==> src/rtl/switch_debounce_pkg.sv <==
`default_nettype none
// ============================================================================
// Module   : switch_debounce_pkg
// Purpose  : Shared constants, per-channel state type and counter sizing.
// Revision : 1.0
// ============================================================================
package switch_debounce_pkg;

   localparam int DEFAULT_DEBOUNCE_CYCLES = 1000000;
   localparam int SIM_DEBOUNCE_CYCLES     = 4;
   localparam int DEFAULT_SYNC_STAGES     = 2;

   // State is implied by the counter: zero means the output agrees with the input.
   typedef enum logic {
      ST_STABLE = 1'b0,
      ST_SETTLE = 1'b1
   } deb_state_t;

   function automatic int cnt_width(input int cycles);
      int w;
      w = $clog2(cycles);
      return (w < 1) ? 1 : w;
   endfunction

endpackage
`default_nettype wire

==> src/rtl/debounce_channel.sv <==
`default_nettype none
// ============================================================================
// Module   : debounce_channel
// Purpose  : One switch input: synchroniser, stability counter, edge strobes.
// Revision : 1.0
// ============================================================================
module debounce_channel
   import switch_debounce_pkg::*;
#(
   parameter int DEBOUNCE_CYCLES = DEFAULT_DEBOUNCE_CYCLES,
   parameter int SYNC_STAGES     = DEFAULT_SYNC_STAGES
) (
   input  logic clk,
   input  logic rst_n,
   input  logic sw_raw,
   output logic sw_clean,
   output logic rise,
   output logic fall,
   output logic settling
);

   localparam int               CNT_W     = cnt_width(DEBOUNCE_CYCLES);
   localparam logic [CNT_W-1:0] c_cnt_max = CNT_W'(DEBOUNCE_CYCLES - 1);

   logic [SYNC_STAGES-1:0] r_sync;
   logic [CNT_W-1:0]       r_cnt;
   logic                   r_clean;
   logic                   r_rise;
   logic                   r_fall;

   logic                   w_synced;
   deb_state_t             w_state;
   logic [CNT_W-1:0]       w_cnt_nxt;
   logic                   w_clean_nxt;
   logic                   w_rise_nxt;
   logic                   w_fall_nxt;

   assign w_synced = r_sync[SYNC_STAGES-1];

   always_ff @(posedge clk or negedge rst_n) begin
      if (!rst_n) begin
         r_sync  <= '0;
         r_cnt   <= '0;
         r_clean <= 1'b0;
         r_rise  <= 1'b0;
         r_fall  <= 1'b0;
      end else begin
         r_sync  <= {r_sync[SYNC_STAGES-2:0], sw_raw};
         r_cnt   <= w_cnt_nxt;
         r_clean <= w_clean_nxt;
         r_rise  <= w_rise_nxt;
         r_fall  <= w_fall_nxt;
      end
   end

   always_comb begin
      w_state     = (r_cnt != '0) ? ST_SETTLE : ST_STABLE;
      w_cnt_nxt   = r_cnt;
      w_clean_nxt = r_clean;
      w_rise_nxt  = 1'b0;
      w_fall_nxt  = 1'b0;

      if (w_synced == r_clean) begin
         // Agreement at any point, including mid-settle, discards the timing.
         w_cnt_nxt = '0;
      end else if (r_cnt == c_cnt_max) begin
         w_cnt_nxt   = '0;
         w_clean_nxt = w_synced;
         w_rise_nxt  = w_synced;
         w_fall_nxt  = ~w_synced;
      end else begin
         w_cnt_nxt = r_cnt + 1'b1;
      end
   end

   assign sw_clean = r_clean;
   assign rise     = r_rise;
   assign fall     = r_fall;
   assign settling = (w_state == ST_SETTLE);

endmodule
`default_nettype wire

==> src/rtl/switch_debounce.sv <==
`default_nettype none
// ============================================================================
// Module   : switch_debounce
// Purpose  : Debounces N_CH raw board switches into clean levels and strobes.
// Revision : 1.0
// ============================================================================
module switch_debounce
   import switch_debounce_pkg::*;
#(
   parameter int N_CH            = 2,
   parameter int DEBOUNCE_CYCLES = DEFAULT_DEBOUNCE_CYCLES,
   parameter int SYNC_STAGES     = DEFAULT_SYNC_STAGES
) (
   input  logic            clk,
   input  logic            rst_n,
   input  logic [N_CH-1:0] sw_raw,
   output logic [N_CH-1:0] sw_clean,
   output logic [N_CH-1:0] rise,
   output logic [N_CH-1:0] fall,
   output logic [N_CH-1:0] settling
);

   for (genvar i = 0; i < N_CH; i++) begin : g_ch
      debounce_channel #(
         .DEBOUNCE_CYCLES (DEBOUNCE_CYCLES),
         .SYNC_STAGES     (SYNC_STAGES)
      ) u_chan (
         .clk      (clk),
         .rst_n    (rst_n),
         .sw_raw   (sw_raw[i]),
         .sw_clean (sw_clean[i]),
         .rise     (rise[i]),
         .fall     (fall[i]),
         .settling (settling[i])
      );
   end

endmodule
`default_nettype wire

==> config.mk <==
export PLATFORM = sky130hd
export DESIGN_NAME = switch_debounce
export DESIGN_NICKNAME = d
export VERILOG_FILES = /design/src/rtl/switch_debounce_pkg.sv /design/src/rtl/debounce_channel.sv /design/src/rtl/switch_debounce.sv
export SDC_FILE = /design/constraint.sdc
export NUM_CORES = 1
export LEC_CHECK = 0
export ABC_AREA = 1
export CORE_MARGIN = 4
export CORE_UTILIZATION = 45
export CTS_BUF_LIST = sky130_fd_sc_hd__clkbuf_8
export CTS_CLUSTER_DIAMETER = 100
export CTS_CLUSTER_SIZE = 25
export DETAILED_ROUTE_END_ITERATION = 10
export PLACE_DENSITY = 0.66
export SYNTH_ARGS = -nofsm -noshare
export SYNTH_HDL_FRONTEND = slang
export SYNTH_SLANG_ARGS = --single-unit
export TNS_END_PERCENT = 1
==> constraint.sdc <==
create_clock -name clk -period 1.5 [get_ports clk]
set_clock_uncertainty 0.05 [all_clocks]
set_input_delay 0.3 -clock clk [delete_from_list [all_inputs] [get_ports clk]]
set_output_delay 0.3 -clock clk [all_outputs]
set_load 0.005 [all_outputs]
# --- Word level (Yosys, flattened, before mapping) ---
# Index checks and enable logic that the tools add are counted.
word_totals:
  regBits: 50
  input_bits: 4
  elab_cells: 38
classes:
  addsub: 2
  eq_ne: 4
  mux: 14
  bitwise: 4
  reduce_logical: 4
op_table:
  columns: ["cell", "count"]
  rows:
  - ["2-to-1 mux 20 bit", 4]
  - ["adder 20 x 1 -> 20 bit, second input constant", 2]
  - ["equality test 20 bit, second input constant", 2]
  - ["nonzero test 20 bit", 2]
  - ["2-to-1 mux 1 bit", 10]
  - ["NOT 1 bit", 4]
  - ["AND reduction 2 bit", 2]
  - ["equality test 1 bit", 2]

# --- Depth between registers and ports, before layout ---
logic_depth:
  depth_word: 3
  depth_mapped: 9
  mapped_depth_nobuf: 9

# --- Hierarchy ---
# Synthesis repeated with hierarchy kept, for this count alone.
hier_totals:
  cells_unflattened: 358
  hier_area_um2: 2857.7
modules_own_cells:
  columns: ["mod", "n_inst", "cells_each", "area_each_um2"]
  rows:
  - ["debounce_channel", 2, 179, 1428.9]

# --- Worst setup path after synthesis ---
# OpenSTA, ideal clock, no wires.
synth_path:
  path_type: "register to register"
  startpoint: "register g_ch[0].u_chan.r_cnt[0]"
  endpoint: "register g_ch[0].u_chan.r_cnt[9]"
  arrival_ns: 1.175
  t_required_ns: 1.332
  setup_slack_ns: 0.157
  stages_incl_launch_ff: 9
  path_cell_list: "dfrtp_1 > ha_1 > nand2_1 > nor2_4 > nand2_4 > nor2_4 > a21oi_4 > inv_4 > nor2_1"
synth_via:
  elab_chain_cells: 3
synth_lines:
  columns: ["item", "line_no", "rtl"]
  rows:
  - ["start, declared", "debounce_channel.sv:26", "logic [CNT_W-1:0] r_cnt;"]
  - ["start signal, assigned", "debounce_channel.sv:49", "r_cnt <= w_cnt_nxt;"]
  - ["adder 20 x 1 -> 20 bit / equality test 20 bit (equally long branches)", "debounce_channel.sv:72, debounce_channel.sv:66", null]
  - ["2-to-1 mux 20 bit *", "debounce_channel.sv:66", "end else if (r_cnt == c_cnt_max) begin"]
  - ["2-to-1 mux 20 bit *", "debounce_channel.sv:63", "if (w_synced == r_clean) begin"]
  - ["via g_ch[0].u_chan.w_cnt_nxt[9]", "debounce_channel.sv:33", "logic [CNT_W-1:0] w_cnt_nxt;"]
# The timed path passes the listed nets; every way through them passes the cells marked *.
# A chain may end at the register's enable or synchronous reset.

# --- Worst setup path after layout ---
layout_path:
  startpoint: "register g_ch[1].u_chan.r_cnt[1]"
  endpoint: "output port settling[1]"
layout_via:
  elab_chain_cells: 2
layout_lines:
  columns: ["item", "line_no", "rtl"]
  rows:
  - ["start, declared", "debounce_channel.sv:26", null]
  - ["start signal, assigned", "debounce_channel.sv:49", null]
  - ["nonzero test 20 bit", "debounce_channel.sv:57", "w_state = (r_cnt != '0) ? ST_SETTLE : ST_STABLE;"]
  - ["2-to-1 mux 1 bit", "debounce_channel.sv:57", null]
  - ["end, declared", "switch_debounce.sv:20", "output logic [N_CH-1:0] settling"]
# Every way passes these cells.

==> qor.txt <==
run status = complete, but fails checks
failing checks = setup timing
Core Box Area = 0.00603 sq mm
clock group share of total power = 34.6%
combinational share of power = 8.1%
WP data required = 1.15 ns
crit path max-delay cell type = dfrtp_1
Max FO, Critical Path = 2
I/O Buffers = 11
io pins = 12
final setup margin = -0.142 ns
H-tree levels = 2
Row Count = 28
sw power = 581 uW
area grow syn2layout = 30.9%
ANT nets after route = 0
P_int = 1.82 mW
Max Cap Viol = 0
vias per cell = 4.84
top-area cell type share of the netlist area = 44.2%
slew margin rel. = 82.3%
placed cell area = 0.00345 sq mm
Synth Area per Inst = 7.84 sq um
Yosys reg bits = 50
DR WL/cell = 12.2 um
global-route usage over all layers = 18.0%
pwr/cell area = 649 mW/mm^2
diodes inserted = 0
EDFF count, synth = 0
# DRC = 0
critical path class = reg2out
Reg2Reg Launch Point = g_ch[0].u_chan.r_cnt[0]
crit path DAT = 1.29 ns
Worst-Skew Late Latency = 0.30 ns
HP Class = reg2reg
Die Width = 87.3 um
Max clock buf depth = 2
Die Span Y = 87.3 um
drt initial violations = 117
Seq/Total Area, Yosys = 44.2%
final hold violations = 0
total gr overflow = 0
first-pass GRT wire length = 11.0 mm
sequential share of power = 57.3%
RSZ-0062 raised after global routing = true
Max rail drop VDD = 0.000431 V
cts bufs inserted = 5
share of cells above drive strength 1 = 29.5%
syn_nets = 369
clock slew at reported path FFs = 0.09 ns
warnings from Yosys = 0
library cells used by synthesis = 27
CTS tree = done
final period utilization = 109%
CP startpoint kind = register
Async SR Flop Fraction = 100%
slowest stage delay, CP = 0.38 ns
f_max = 609 MHz
layout net count = 444
vias in the first global route = 2,506
pins over their slew limit = 0
commonest register cell after synthesis = dfrtp_1
CP Capture Type = output port
Sw Share = 24.2%
synthesized area = 0.00283 sq mm
Worst Hold Launch = g_ch[0].u_chan.r_sync[0]
CP Launch Point = g_ch[1].u_chan.r_cnt[1]
Final min period = 1.64 ns
post-DP HPWL = 4.63 mm
clock root cell = clkbuf_8
worst slew pin tran = 0.265 ns
Leak = 1.76 nW
# clock sinks = 50
Mapped Cells = 361
initial core utilization = 47.0%
final core utilization = 61.5%
initial antenna violation count = 0
Post-synth top cells = 100 x nor2_1, 66 x nand2_1, 50 x dfrtp_1
vias = 2,476
largest net degree at the start of global routing = 51
Cell Chain, Critical Path = inv_1 -> ha_4 -> nand2_1 -> nor2_1 -> nand3_1 -> buf_2
DRT Pass-1 Iters = 4
Die ar. = 0.00762 sq mm
final instance area = 0.00370 sq mm
Final setup viols = 3
most common cell in the netlist = nor2_1
ranking of synthesized cells by area = dfrtp_1 44%, nor2_1 13%, nand2_1 8.8%
post-synth top area cell = dfrtp_1
DRT Wirelength = 6.22 mm
Final Wtd Congestion = 0.936
cells by family after synthesis:
logic type / after synthesis / share of synthesized area (%)
and+or+nand+nor: 230 / 38.2
buffers and inverters: 47 / 7.52
DFF: 50 / 44.2
adders and majority gates: 4 / 1.77
AOI/OAI and AO/OA: 10 / 2.17
xor gates and xnor gates: 20 / 6.19
power by group through the flow:
stage / clock network [mW] / logic (mW) / registers (mW)
final: 0.832 / 0.195 / 1.38
after global routing: 0.906 / 0.221 / 1.38
after CTS: 0.857 / 0.185 / 1.38
after detailed placement: 0 / 0.177 / 1.40
after global placement: 0 / 0.173 / 1.40
after floorplan: 0 / 0.0775 / 1.40
critical path, delay by kind of cell, from the launching register on:
kind	cells	cell delay (ns)
buffers and inverters	2	0.23
and+or+nand+nor	3	0.25
DFF	1	0.38
adders and majority gates	1	0.14
area by class of cell:
type                            instances  area [sq um]
Clock buffer                            6          82.6
Clock inverter                          2          12.5
Fill cell                             526          2320
Inverter                               38           145
Multi-Input combinational cell        264          1500
Sequential cell                        50          1250
Tap cell                               75          93.8
Timing Repair Buffer                   77           618
metrics by stage:
step	hold WS (ns)	power, mW	TNS (ns)	cells	setup WS [ns]
global route	0.313	2.51	-2.33	512	-0.280
global placement	0.261	1.57	-1.01	501	-0.179
CTS	0.307	2.42	-0.762	511	-0.166
finish	0.305	2.40	-0.290	512	-0.142
floorplan	-0.0456	1.48	0	361	0.157
detailed placement	0.260	1.58	-1.49	501	-0.211
cells in the final DEF (no fill, tap or decap), drive strengths merged, types with 3 or more instances in the layout:
master         instances
dlymetal6s2s           3
o21ai                  5
a21oi                  5
inv                   38
xnor2                  4
xor2                  16
nor2                 113
dfrtp                 50
nand4                  7
nand2                 73
ha                     4
clkbuf                 6
nand3                 21
nor3                  11
buf                   68
clkdlybuf4s50          3
what timing repair did:
item,4_1_cts,5_1_grt
hold buffers,1,0
hold endpoints to repair,50,0
gates resized for setup,24,21
setup buffers,1,1
pin swaps,6,8
setup endpoints to repair,29,41
path summary, 6_finish.rpt:
| kind | end | slack, ns | cells after the start |
|---|---|---|---|
| setup / recovery | settling[1] | -0.14 | 6 |
| hold / removal | g_ch[0].u_chan.r_sync[1] | 0.30 | 0 |
| setup reg to reg | g_ch[0].u_chan.r_cnt[5] | -0.01 | 9 |
| hold reg to reg | g_ch[0].u_chan.r_sync[1] | 0.30 | 0 |
| max in group asynchronous | g_ch[1].u_chan.r_cnt[0] | 0.71 | 3 |
| min in group asynchronous | g_ch[1].u_chan.r_cnt[14] | 0.46 | 3 |
metal layers:
layer | vias up | track usage (%) | part of all wire, %
met5 | - | 0 | 0
met4 | 0 | 5.86 | 0.90
met3 | 7 | 4.07 | 4.7
met2 | 54 | 28.8 | 45
met1 | 1154 | 24.2 | 49
li1 | 1261 | - | -
flip-flops by register name (all words and copies together), names as in the netlist:
register	flops
g_ch.u_chan.r_cnt	40
g_ch.u_chan.rise	2
g_ch.u_chan.r_sync	4
g_ch.u_chan.fall	2
g_ch.u_chan.sw_clean	2
Power figures use the tool's default switching activity.
